$ cat config.mk
export PLATFORM = sky130hd
export DESIGN_NAME = dp_run_ctrl
export DESIGN_NICKNAME = d
export VERILOG_FILES = /design/src/rtl/dp_run_ctrl.sv
export SDC_FILE = /design/constraint.sdc
export NUM_CORES = 1
export LEC_CHECK = 0
export BUFFER_PORTS_ARGS = -buffer_cell sky130_fd_sc_hd__buf_2
export CAP_MARGIN = 15
export CORE_ASPECT_RATIO = 2
export CORE_UTILIZATION = 53
export DETAILED_ROUTE_END_ITERATION = 10
export PLACE_DENSITY = 0.75
export SETUP_SLACK_MARGIN = 0.5
export SYNTH_ARGS = -nofsm -noshare
export SYNTH_HDL_FRONTEND = slang
export SYNTH_SLANG_ARGS = --single-unit
$ cat constraint.sdc
create_clock -name clk -period 6.6 [get_ports clk]
set_clock_uncertainty 0.2 [all_clocks]
set_input_delay 0.66 -clock clk [delete_from_list [all_inputs] [get_ports clk]]
set_output_delay 0.66 -clock clk [all_outputs]
set_load 0.005 [all_outputs]
$ cat src/rtl/dp_run_ctrl.sv
// Run/step/breakpoint controller: gates the single-cycle datapath through cpu_en
// and counts retired instructions.
module dp_run_ctrl #(
    parameter int XLEN      = 32,
    parameter int NUM_BP    = 4,
    parameter int CNT_W     = 16,
    parameter bit RESET_RUN = 1'b1,
    localparam int IDX_W    = (NUM_BP > 1) ? $clog2(NUM_BP) : 1
) (
    input  logic             clk,
    input  logic             rst,
    input  logic [XLEN-1:0]  pc_i,
    input  logic             run_req,
    input  logic             step_req,
    input  logic [CNT_W-1:0] step_count,
    input  logic             halt_req,
    input  logic             bp_we,
    input  logic [IDX_W-1:0] bp_idx,
    input  logic [XLEN-1:0]  bp_addr,
    input  logic             bp_en,
    output logic             cpu_en,
    output logic [1:0]       state_o,
    output logic             halted,
    output logic             bp_hit,
    output logic [IDX_W-1:0] bp_hit_idx,
    output logic [31:0]      retired_cnt
);

    typedef enum logic [1:0] {
        HALT = 2'd0,
        RUN  = 2'd1,
        STEP = 2'd2
    } state_t;

    state_t            state;
    logic [XLEN-1:0]   bp_addr_q [NUM_BP];
    logic [NUM_BP-1:0] bp_en_q;
    logic              skip_bp;
    logic [CNT_W-1:0]  remaining;
    logic              bp_match;
    logic [IDX_W-1:0]  match_idx;
    logic              bp_stop;

    // Scan from the top slot down so the lowest matching slot ends up in match_idx.
    always_comb begin
        bp_match  = 1'b0;
        match_idx = '0;
        for (int i = NUM_BP - 1; i >= 0; i--) begin
            if (bp_en_q[i] && (bp_addr_q[i] == pc_i)) begin
                bp_match  = 1'b1;
                match_idx = IDX_W'(i);
            end
        end
    end

    assign bp_stop = bp_match && !skip_bp;
    assign cpu_en  = (state != HALT) && !bp_stop;
    assign state_o = state;
    assign halted  = (state == HALT);

    always_ff @(posedge clk) begin
        if (rst) begin
            state       <= RESET_RUN ? RUN : HALT;
            skip_bp     <= 1'b1;
            remaining   <= '0;
            bp_hit      <= 1'b0;
            bp_hit_idx  <= '0;
            retired_cnt <= '0;
            bp_en_q     <= '0;
            for (int i = 0; i < NUM_BP; i++) begin
                bp_addr_q[i] <= '0;
            end
        end else begin
            bp_hit <= 1'b0;

            if (cpu_en) begin
                retired_cnt <= retired_cnt + 32'd1;
            end

            if (bp_we && (32'(bp_idx) < NUM_BP)) begin
                bp_addr_q[bp_idx] <= bp_addr;
                bp_en_q[bp_idx]   <= bp_en;
            end

            // skip_bp lets the instruction sitting at a breakpoint PC retire on resume.
            case (state)
                HALT: begin
                    if (step_req) begin
                        state     <= STEP;
                        remaining <= (step_count == '0) ? CNT_W'(1) : step_count;
                        skip_bp   <= 1'b1;
                    end else if (run_req) begin
                        state   <= RUN;
                        skip_bp <= 1'b1;
                    end
                end
                default: begin
                    skip_bp <= 1'b0;
                    if (halt_req) begin
                        state <= HALT;
                    end else if (bp_stop) begin
                        state      <= HALT;
                        bp_hit     <= 1'b1;
                        bp_hit_idx <= match_idx;
                    end else if ((state == STEP) && cpu_en) begin
                        remaining <= remaining - CNT_W'(1);
                        if (remaining == CNT_W'(1)) begin
                            state <= HALT;
                        end
                    end
                end
            endcase
        end
    end

endmodule

# After elaboration in Yosys (flattened, before gate mapping)
# Memories as Yosys holds them, arrays and structs flattened.
# Index checks and enable logic that the tools add are counted.
[totals] regBits=58 ramBits=128 output_inout_bits=39 elab_cells=81 mem_count=1
[op_classes] addsub=2 order_cmp=2 eq_ne=10 n_mux=36 bitwise=2 n_reduce_logical=21
[mem_list] memory="bp_addr_q" words=4 width=32 read_ports=4 rd_clocked_by_memory_dff=0 write_ports=4 line="36" rtl="logic [XLEN-1:0] bp_addr_q [NUM_BP];"
[op_table] cell="$eq 32x32->1" count=4
[op_table] cell="$mux 16" count=6
[op_table] cell="$add 32x1->32 const B" count=1
[op_table] cell="$mux 32" count=1
[op_table] cell="$reduce_or 32->1" count=1
[op_table] cell="$mux 2" count=12
[op_table] cell="$eq 16x1->1 const B" count=1
[op_table] cell="$logic_not 16->1" count=1
[op_table] cell="$sub 16x1->16 const B" count=1
[op_table] cell="$mux 1" count=15
[op_table] cell="$logic_and 1x1->1" count=8
[op_table] cell="$reduce_bool 4->1" count=2
[op_table] cell="$reduce_and 3->1" count=2
[op_table] cell="$bwmux 4" count=1
[op_table] cell="$ne 2x2->1 const B" count=2
[op_table] cell="$reduce_and 4->1" count=1
[op_table] cell="$reduce_bool 2->1" count=2
[op_table] cell="$lt 2x3->1 const B" count=1
[op_table] cell="$ne 3x3->1 const B" count=1
[op_table] cell="$reduce_or 3->1" count=1
[op_table] cell="$demux 1 s2" count=1
[op_table] cell="$eq 2x2->1 const B" count=1
[op_table] cell="$ge 2x1->1 const B" count=1
[op_table] cell="$logic_not 1->1" count=2
[op_table] cell="other kinds (3)" count=4

# Longest topological paths before layout
# Gate-level depths: netlist of the first run.
[logic_depth] ltp_word=14 mapped_depth=11

# Least setup slack after synthesis of the first run
# No wires, ideal clock.
[synth_path] path_type="input to output" start="input port pc_i[9]" end="output port cpu_en" t_arrival_ns=2.279 path_slack_ns=3.461 cell_stages=8 path_buffers=1 cell_sequence="xor2_1 -> nor4_1 -> nand4_1 -> or4_1 -> buf_2 -> a41o_1 -> nand2_4 -> inv_1"
[synth_via] elab_chain_cells=9
[synth_rtl] element="start, declared" line="12" rtl="input logic [XLEN-1:0] pc_i,"
[synth_rtl] element="$eq 32x32->1" line="49" rtl="if (bp_en_q[i] && (bp_addr_q[i] == pc_i)) begin"
[synth_rtl] element="$logic_and 1x1->1" line="49"
[synth_rtl] element="$mux 1 (3 in a row)" line="49"
[synth_rtl] element="$mux 1 (*)" line="49"
[synth_rtl] element="$logic_and 1x1->1 (*)" line="56" rtl="assign bp_stop = bp_match && !skip_bp;"
[synth_rtl] element="$logic_not 1->1 (*)" line="57" rtl="assign cpu_en = (state != HALT) && !bp_stop;"
[synth_rtl] element="$logic_and 1x1->1 (*)" line="57"
[synth_rtl] element="end, declared" line="21" rtl="output logic cpu_en,"
# Every way passes the cells marked *; elsewhere a longest branch is shown, timed or not.

==> reports/summary.txt, run 1 <==
status - completed
most common cell after layout, fill and taps aside - sky130_fd_sc_hd__nor2_1
RSZ-0062 raised after global routing - no
FF+latch count, synth - 186
number of port buffers - 127
clock slew at reported path FFs - 0.07 ns
final HPWL from detailed placement - 16,400 um
first-pass GRT wire length - 35,000 um
Core Footprint - 16,700 um2
critical path start-end classification - reg -> out
sum of negative setup slack - 0 ns
number of global-route vias before repair - 6,670
cell taking the most area after synthesis - sky130_fd_sc_hd__edfxtp_1
Post-Synthesis Cell Area - 9040 um2
transition time of the tightest slew-check pin - 0.963 ns
TritonCTS sink count - 186
dominant register cell in the synthesized netlist - sky130_fd_sc_hd__edfxtp_1
slowest cell on the critical path - sky130_fd_sc_hd__or4_1
initial detailed-routing violation count - 277
area of all sequential standard cells - 5000 um2
Synth area leaders - sky130_fd_sc_hd__edfxtp_1 (43%), sky130_fd_sc_hd__dfxtp_1 (13%), sky130_fd_sc_hd__xor2_1 (11%)
portion of the post-synthesis area used by sequential elements - 0.554
Area Growth Syn to Fin - 15.0%
Site Rows - 67
gate family responsible for the most delay along the worst path - simple AND/OR/NAND/NOR gates
Die Ht - 187 um
Post-Place Worst Slack - 2.66 ns
nature of the critical path startpoint - flop
number of slew-limit violations in the final report - 0
Starting Density - 0.542
Warnings, synthesis - 0
floorplan die width - 94.3 um
Post-synth ARST share - 0
Hold Vio Cnt, Final - 0
die area - 17,600 um2
number of buffers created by CTS - 17
leading cell types in the layout, fill and taps excluded - sky130_fd_sc_hd__nor2_1 (142), sky130_fd_sc_hd__edfxtp_1 (128), sky130_fd_sc_hd__buf_2 (127)
remaining max-slew budget at the tightest pin - 0.357
CTS tree - done
initial antenna violation count - 0
root cell of the clock tree - sky130_fd_sc_hd__clkbuf_16
number of H-tree branching levels - 4
fraction of final layout cells with drive strength greater than 1 - 0.179
pin count of the biggest net entering global routing - 59
leakage power figure - 4.21 nW
endpoint type of the worst setup path - primary output
crit-path cells - xor2_1 > nor4_1 > nand4_1 > or4_1 > a41o_1 > nand2_4 > inv_1 > buf_2
source-to-sink clock delay at the later pin of the worst-skew pair - 0.43 ns
Slowest Stage Delay on Critical Path - 0.65 ns
synthesized area per cell - 10.4 um2
DRC violations left - 0
final setup vio count - 0
required time worst endpoint - 5.74 ns
Antenna diodes - 0
Peak Freq - 256 MHz
cell area power density - 260 nW/um2
post-route clock period utilization - 0.593
remaining antenna violation count - 0
footprint of the multi-input gates - 3700 um2
number of buffers inserted for hold repair after clock tree synthesis - 0
Max-cap violations - 0
count of cells resized by post-cts repair - 0
WP buf/inv - 2
number of nets in the synthesized netlist - 957
Clock Tree Buf Depth - 2
biggest fanout along the worst timing path - 8
number of instances in the synthesized netlist - 865
number of post-CTS setup repair buffers - 0
number of fill cells in the layout - 1,415
routed via count divided by cell count - 5.59
Period minus WS final - 3.91 ns
overall routed net length - 22,800 um
peak supply drop - 188 uV
global-route congestion overflow total - 0
All-Layer GR Usage - 0.272
top-area cell type share of the netlist area - 0.425
post-synthesis cell type count - 61
worst path arrival time - 3.05 ns
EDFF count, synth - 128
Ports - 128
global placer's final weighted congestion - 0.891
Pre-Repair DR Iteration Count - 4
detail-routed net length per standard cell - 19.0 um
Vias - 6,708
worst hold-check path type - reg -> reg
fin worst setup slack - 2.69 ns
net total in the final layout - 1,072
report_power, final:
group	leakage (nW)	internal, W	switching, W
registers	1.73	0.00132	0.0000403
clock network	0.273	0.000562	0.000443
logic	2.21	0.000119	0.000213
cell families after synthesis:
group,synth area share
adders and majority gates,0.00415
xor gates and xnor gates,0.137
AOI/OAI and AO/OA,0.0644
and+or+nand+nor,0.192
muxes,0.0119
DFF,0.554
buffers and inverters,0.0370
area by class of cell:
class / count / share of cell area
Sequential cell: 186 / 0.482
Multi-Input combinational cell: 597 / 0.356
Timing Repair Buffer: 133 / 0.0655
Clock buffer: 19 / 0.0417
Tap cell: 207 / 0.0249
Inverter: 45 / 0.0163
Clock inverter: 13 / 0.0136
registers in the layout (all words and copies together), names as in the netlist:
name         count
bp_addr_q      128
skip_bp          1
bp_en_q          4
remaining       16
bp_hit_idx       2
bp_hit           1
retired_cnt     32
state_o          2
Yosys cell counts, drive strengths merged (5+ instances only):
master  number
mux2         6
nor4        35
o21a         6
o32ai        8
a21oi       30
a21boi       5
and2         5
or3         12
edfxtp     128
buf         13
clkbuf      24
xnor2       31
a211oi       5
o21ai        9
nand2       70
nor2b        7
nor3        22
dfxtp       58
or4          6
xor2       110
nand3       15
and3         8
nand4       15
inv         45
nor3b        7
nor2       142
per-layer routing:
layer,global-route usage,up-vias,part of all wire
li1,-,3248,-
met1,0.269,3185,0.34
met2,0.511,211,0.57
met3,0.0375,64,0.042
met4,0.170,0,0.053
met5,0,-,0
worst reg2reg max path, stage by stage (launching register included):
cell and delay [ns]:
sky130_fd_sc_hd__edfxtp_1 0.38, sky130_fd_sc_hd__xor2_1 0.17, sky130_fd_sc_hd__nor4_1 0.40, sky130_fd_sc_hd__nand4_1 0.27, sky130_fd_sc_hd__or4_1 0.72, sky130_fd_sc_hd__a41oi_2 0.60, sky130_fd_sc_hd__nor2_1 0.23, sky130_fd_sc_hd__nand3_1 0.14
sky130_fd_sc_hd__mux2_2 0.33
metrics by stage:
stage	instances	total power, W	util	hold WS (ns)	area (um2)
finish	1200	0.00270	0.623	0.275	10400
global route	1200	0.00279	0.623	0.308	10400
CTS	1200	0.00272	0.623	0.276	10400
detailed placement	1168	0.00172	0.589	0.266	9820
global placement	1168	0.00171	0.589	0.254	9820
floorplan	865	0.00159	-	0.244	9040
worst paths after layout:
check	from	endpoint	slack (ns)	depth (start not counted)
setup / recovery	bp_addr_q[2][24]$_SDFFCE_PN0P_	cpu_en	2.69	8
hold / removal	remaining[9]$_SDFFE_PP0P_	remaining[9]$_SDFFE_PP0P_	0.27	2
setup reg to reg	bp_addr_q[1][19]$_SDFFCE_PN0P_	retired_cnt[17]$_SDFFE_PP0P_	3.06	8
hold reg to reg	remaining[9]$_SDFFE_PP0P_	remaining[9]$_SDFFE_PP0P_	0.27	2
Power figures use the tool's default switching activity.
==> run 2: changes to the inputs <==
==> constraint.sdc (replaced) <==
create_clock -name clk -period 3.7 [get_ports clk]
set_clock_uncertainty 0.2 [all_clocks]
set_input_delay 0.37 -clock clk [delete_from_list [all_inputs] [get_ports clk]]
set_output_delay 0.37 -clock clk [all_outputs]
set_load 0.005 [all_outputs]
==> reports/summary.txt, run 2 (synthesis gave the netlist of run 1 again) <==
RSZ-0062 raised after global routing - yes
Period minus WS final - 3.21 ns
Placed Area - 9910 um2
number of buffers created by CTS - 17
sum of negative setup slack - 0 ns
biggest fanout along the worst timing path - 3
Die Ht - 187 um
leading cell types in the layout, fill and taps excluded - sky130_fd_sc_hd__nor2_1 (142), sky130_fd_sc_hd__edfxtp_1 (128), sky130_fd_sc_hd__buf_2 (126)
end point of the critical path - cpu_en
WP buf/inv - 3
critical path start-end classification - reg -> out
die area - 17,600 um2
worst hold-check path type - in -> reg
origin of the critical flop-to-flop path - bp_addr_q[1][0]$_SDFFCE_PN0P_
fraction of final layout cells with drive strength greater than 1 - 0.205
setup slack of the worst register-to-register path - 0.66 ns
Pre-Repair DR Iteration Count - 5
number of H-tree branching levels - 4
biggest registers after layout - bp_addr_q x128, retired_cnt x32, remaining x16
crit-path cells - xor2_1 > nor4_1 > buf_4 > nand4_1 > or4_4 > a41o_4 > nand2_8 > inv_4 > buf_6
endpoint type of the worst setup path - primary output
initial detailed-routing violation count - 360
transition time of the tightest slew-check pin - 0.917 ns
critical path depth in cells - 9
Hold Vio Cnt, Final - 0
nature of the critical path startpoint - flop
post-route clock period utilization - 0.867
total power consumption of the routed design - 0.00486 W
met3 capacity usage during global routing - 0.0477
floorplan die width - 94.3 um
Critical R2R Capture - retired_cnt[17]$_SDFFE_PP0P_
final HPWL from detailed placement - 16,900 um
Core Footprint - 16,700 um2
clock slew at reported path FFs - 0.07 ns
routed via count divided by cell count - 5.66
cell area power density - 458 nW/um2
Slowest Stage Delay on Critical Path - 0.52 ns
fraction of met1 tracks used by global routing - 0.273
Antenna diodes - 0
most common cell after layout, fill and taps aside - sky130_fd_sc_hd__nor2_1
global placer's final weighted congestion - 0.856
TritonCTS sink count - 186
Vias - 6,877
Ports - 128
number of global-route vias before repair - 6,925
remaining max-slew budget at the tightest pin - 0.387
total placed cells including tap cells - 1,178
source-to-sink clock delay at the later pin of the worst-skew pair - 0.43 ns
CTS tree - done
pin count of the biggest net entering global routing - 58
Area Growth Syn to Fin - 17.5%
Clock Tree Buf Depth - 2
Reg with most FFs - bp_addr_q
first-pass GRT wire length - 36,000 um
number of slew-limit violations in the final report - 0
post-route insts no fill - 1,216
root cell of the clock tree - sky130_fd_sc_hd__clkbuf_16
initial antenna violation count - 0
DRC violations left - 0
Post-Place Worst Slack - 0.338 ns
slowest cell on the critical path - sky130_fd_sc_hd__or4_4
Largest register FFs - 128
All-Layer GR Usage - 0.280
timing startpoint of the critical path - bp_addr_q[0][6]$_SDFFCE_PN0P_
leakage power figure - 4.31 nW
number of cells on the worst reg-to-reg path - 9
number of buffers inserted for hold repair after clock tree synthesis - 0
remaining antenna violation count - 0
gate family responsible for the most delay along the worst path - simple AND/OR/NAND/NOR gates
Site Rows - 67
worst path arrival time - 2.64 ns
required time worst endpoint - 3.13 ns
net total in the final layout - 1,088
status - completed
busiest layer in global routing - met2
Max-cap violations - 0
number of port buffers - 127
detail-routed net length per standard cell - 19.4 um
peak supply drop - 361 uV
Starting Density - 0.542
Peak Freq - 312 MHz
GRT met2 Usage - 0.530
fin worst setup slack - 0.491 ns
total non-filler cell area in the finished layout - 10,600 um2
overall routed net length - 23,600 um
global-route congestion overflow total - 0
final setup vio count - 0
[run 2: changes by cell type in the layout (fill, tap and decap cells not counted), sizes merged]
cell / before / now
buf: 133 / 149
clkinv: 3 / 4
clkinvlp: 3 / 4
inv: 50 / 48
[run 2: power by group]
part | switching (W) | internal, W
clock network | 0.000803 | 0.00100
registers | 0.0000716 | 0.00236
logic | 0.000395 | 0.000228
total | 0.00127 | 0.00359
[run 2: final cells by class]
cell class	instances	area, um2
inverters	45	171
clock inverters	13	143
well taps	207	259
clock buffers	19	433
repair buffers	149	820
flip-flops and latches	186	5000
fillers	1368	6070
multi-input cells	597	3780
[run 2: how the worst min path moves through the flow]
stage | to | cells after the start | slack (ns) | from
2_1_floorplan | remaining[9]$_SDFFE_PP0P_ | 2 | 0.24 | remaining[9]$_SDFFE_PP0P_
3_3_place_gp | remaining[9]$_SDFFE_PP0P_ | 2 | 0.25 | remaining[9]$_SDFFE_PP0P_
3_5_place_dp | remaining[9]$_SDFFE_PP0P_ | 2 | 0.27 | remaining[9]$_SDFFE_PP0P_
4_1_cts | state_o[0]$_SDFFE_PP1P_ | 3 | 0.01 | run_req
5_1_grt | state_o[0]$_SDFFE_PP1P_ | 3 | 0.03 | run_req
6_report | state_o[0]$_SDFFE_PP1P_ | 3 | 0.03 | run_req
[run 2: routing by layer]
metal	wire length (um)	vias to the layer above
met2	13500	221
met4	1280	0
met1	7900	3315
met3	957	61
li1	-	3280
met5	0	-
[run 2: stage by stage]
stage                     hold slack, ns   util
after detailed placement           0.265  0.594
after floorplan                    0.244      -
after global placement             0.254  0.594
final                             0.0333  0.636
after global routing              0.0304  0.636
after CTS                         0.0143  0.635
[run 2: worst reg2reg max path, cell delays in order, from the launching register on]
cell and delay (ns):
sky130_fd_sc_hd__edfxtp_1 0.37, sky130_fd_sc_hd__xor2_1 0.20, sky130_fd_sc_hd__nor4_2 0.34, sky130_fd_sc_hd__nand4_1 0.25, sky130_fd_sc_hd__or4_4 0.56, sky130_fd_sc_hd__buf_4 0.17
sky130_fd_sc_hd__a41oi_2 0.24, sky130_fd_sc_hd__nor2_1 0.15, sky130_fd_sc_hd__nand3_1 0.12, sky130_fd_sc_hd__mux2_2 0.33
[run 2: what timing repair did]
item	in CTS	in global routing
buffers inserted	6	0
pin swaps	13	0
setup endpoints to repair	1	1
resized for setup	14	2
==> run 3: changes to the inputs <==
==> constraint.sdc (replaced) <==
create_clock -name clk -period 3.7 [get_ports clk]
set_clock_uncertainty 0.2 [all_clocks]
set_input_delay 0.37 -clock clk [delete_from_list [all_inputs] [get_ports clk]]
set_output_delay 0.37 -clock clk [all_outputs]
set_load 0.01 [all_outputs]
==> reports/summary.txt, run 3 (synthesis gave the netlist of run 1 again) <==
routed via count divided by cell count - 5.69
TritonCTS sink count - 186
Slowest Stage Delay on Critical Path - 0.47 ns
leakage power figure - 4.34 nW
transition time of the tightest slew-check pin - 0.854 ns
biggest registers after layout - bp_addr_q x128, retired_cnt x32, remaining x16
Site Rows - 67
final setup vio count - 0
remaining max-slew budget at the tightest pin - 0.429
number of slew-limit violations in the final report - 0
RSZ-0062 raised after global routing - yes
All-Layer GR Usage - 0.279
origin of the critical flop-to-flop path - bp_addr_q[2][30]$_SDFFCE_PN0P_
most common cell after layout, fill and taps aside - sky130_fd_sc_hd__nor2_1
number of global-route vias before repair - 6,878
leading cell types in the layout, fill and taps excluded - sky130_fd_sc_hd__nor2_1 (142), sky130_fd_sc_hd__edfxtp_1 (128), sky130_fd_sc_hd__buf_2 (126)
fraction of final layout cells with drive strength greater than 1 - 0.210
remaining antenna violation count - 0
Pre-Repair DR Iteration Count - 5
global placer's final weighted congestion - 0.849
post-route insts no fill - 1,220
gate family responsible for the most delay along the worst path - simple AND/OR/NAND/NOR gates
number of fill cells in the layout - 1,372
total placed cells including tap cells - 1,180
Starting Density - 0.542
die area - 17,600 um2
Largest register FFs - 128
Die Ht - 187 um
Peak Freq - 310 MHz
floorplan die width - 94.3 um
footprint of the multi-input gates - 3790 um2
overall routed net length - 23,700 um
Ports - 128
nature of the critical path startpoint - flop
number of H-tree branching levels - 4
Clock Tree Buf Depth - 2
first-pass GRT wire length - 36,000 um
net total in the final layout - 1,092
detail-routed net length per standard cell - 19.4 um
final HPWL from detailed placement - 17,100 um
clock slew at reported path FFs - 0.07 ns
required time worst endpoint - 3.13 ns
number of buffers created by CTS - 17
post-route clock period utilization - 0.872
global-route congestion overflow total - 0
source-to-sink clock delay at the later pin of the worst-skew pair - 0.43 ns
Hold Vio Cnt, Final - 0
slowest cell on the critical path - sky130_fd_sc_hd__nor4_2
DRC violations left - 0
status - completed
number of port buffers - 127
Vias - 6,941
Area Growth Syn to Fin - 18.1%
initial antenna violation count - 0
biggest fanout along the worst timing path - 2
root cell of the clock tree - sky130_fd_sc_hd__clkbuf_16
number of buffers inserted for hold repair after clock tree synthesis - 0
area of all sequential standard cells - 5000 um2
Period minus WS final - 3.23 ns
tightest hold margin - 0.0155 ns
Reg with most FFs - bp_addr_q
worst hold-check path type - in -> reg
CTS tree - done
Finished Core Util - 0.640
cell area power density - 463 nW/um2
Antenna diodes - 0
hold path startpoint - run_req
total power consumption of the routed design - 0.00494 W
Max-cap violations - 0
timing startpoint of the critical path - bp_addr_q[2][30]$_SDFFCE_PN0P_
sum of negative setup slack - 0 ns
WP buf/inv - 2
crit-path cells - xor2_1 > nor4_2 > nand4_1 > or4_4 > a41o_1 > nand2_4 > inv_4 > buf_6
Core Footprint - 16,700 um2
critical path start-end classification - reg -> out
endpoint type of the worst setup path - primary output
pin count of the biggest net entering global routing - 58
initial detailed-routing violation count - 289
peak supply drop - 387 uV
worst path arrival time - 2.66 ns
==> run 3: cell count changes in the layout (fill, tap and decap cells not counted), sizes merged <==
| cell | delta |
|---|---|
| bufinv | +1 |
| buf | +4 |
| inv | +1 |
| clkinvlp | -1 |
| clkinv | -1 |
==> run 3: tightest hold or removal path, delay by kind of cell <==
kind | cells | cell delay (ns)
AND/OR/NAND/NOR | 2 | 0.14
buffers and inverters | 1 | 0.10
==> run 3: power by group <==
group / internal (W) / switching (W)
logic: 0.000231 / 0.000406
clock network: 0.00107 / 0.000807
registers: 0.00236 / 0.0000704
total: 0.00366 / 0.00128
==> run 3: what timing repair did <==
action	4_1_cts	5_1_grt
resized for setup	11	7
endpoints found under the setup margin	2	3
buffers inserted	7	1
pin swaps	11	6
==> run 3: per-stage QoR <==
stage                     area [um2]  setup slack (ns)
after floorplan                 9040              1.08
after global placement          9920             0.351
after detailed placement        9920             0.297
after CTS                      10600             0.457
after global routing           10700             0.419
final                          10700             0.472
==> run 3: final cells by class <==
class / instances / share of cell area
Multi-Input combinational cell: 597 / 0.355
Inverter: 45 / 0.0161
Sequential cell: 186 / 0.469
Clock inverter: 13 / 0.0154
Tap cell: 207 / 0.0243
Timing Repair Buffer: 153 / 0.0796
Clock buffer: 19 / 0.0406
==> run 3: path summary, 6_finish.rpt <==
| kind | end | slack [ns] | cells after the start |
|---|---|---|---|
| setup / recovery | cpu_en | 0.47 | 8 |
| hold / removal | state_o[0]$_SDFFE_PP1P_ | 0.02 | 3 |
| setup reg to reg | retired_cnt[17]$_SDFFE_PP0P_ | 0.61 | 9 |
| hold reg to reg | remaining[3]$_SDFFE_PP0P_ | 0.28 | 2 |
==> run 3: layer usage <==
metal,track usage,vias up,wire length (um)
met5,0,-,0
met4,0.152,0,1210
met3,0.0428,68,1120
met2,0.534,257,13500
met1,0.272,3323,7860
li1,-,3293,-
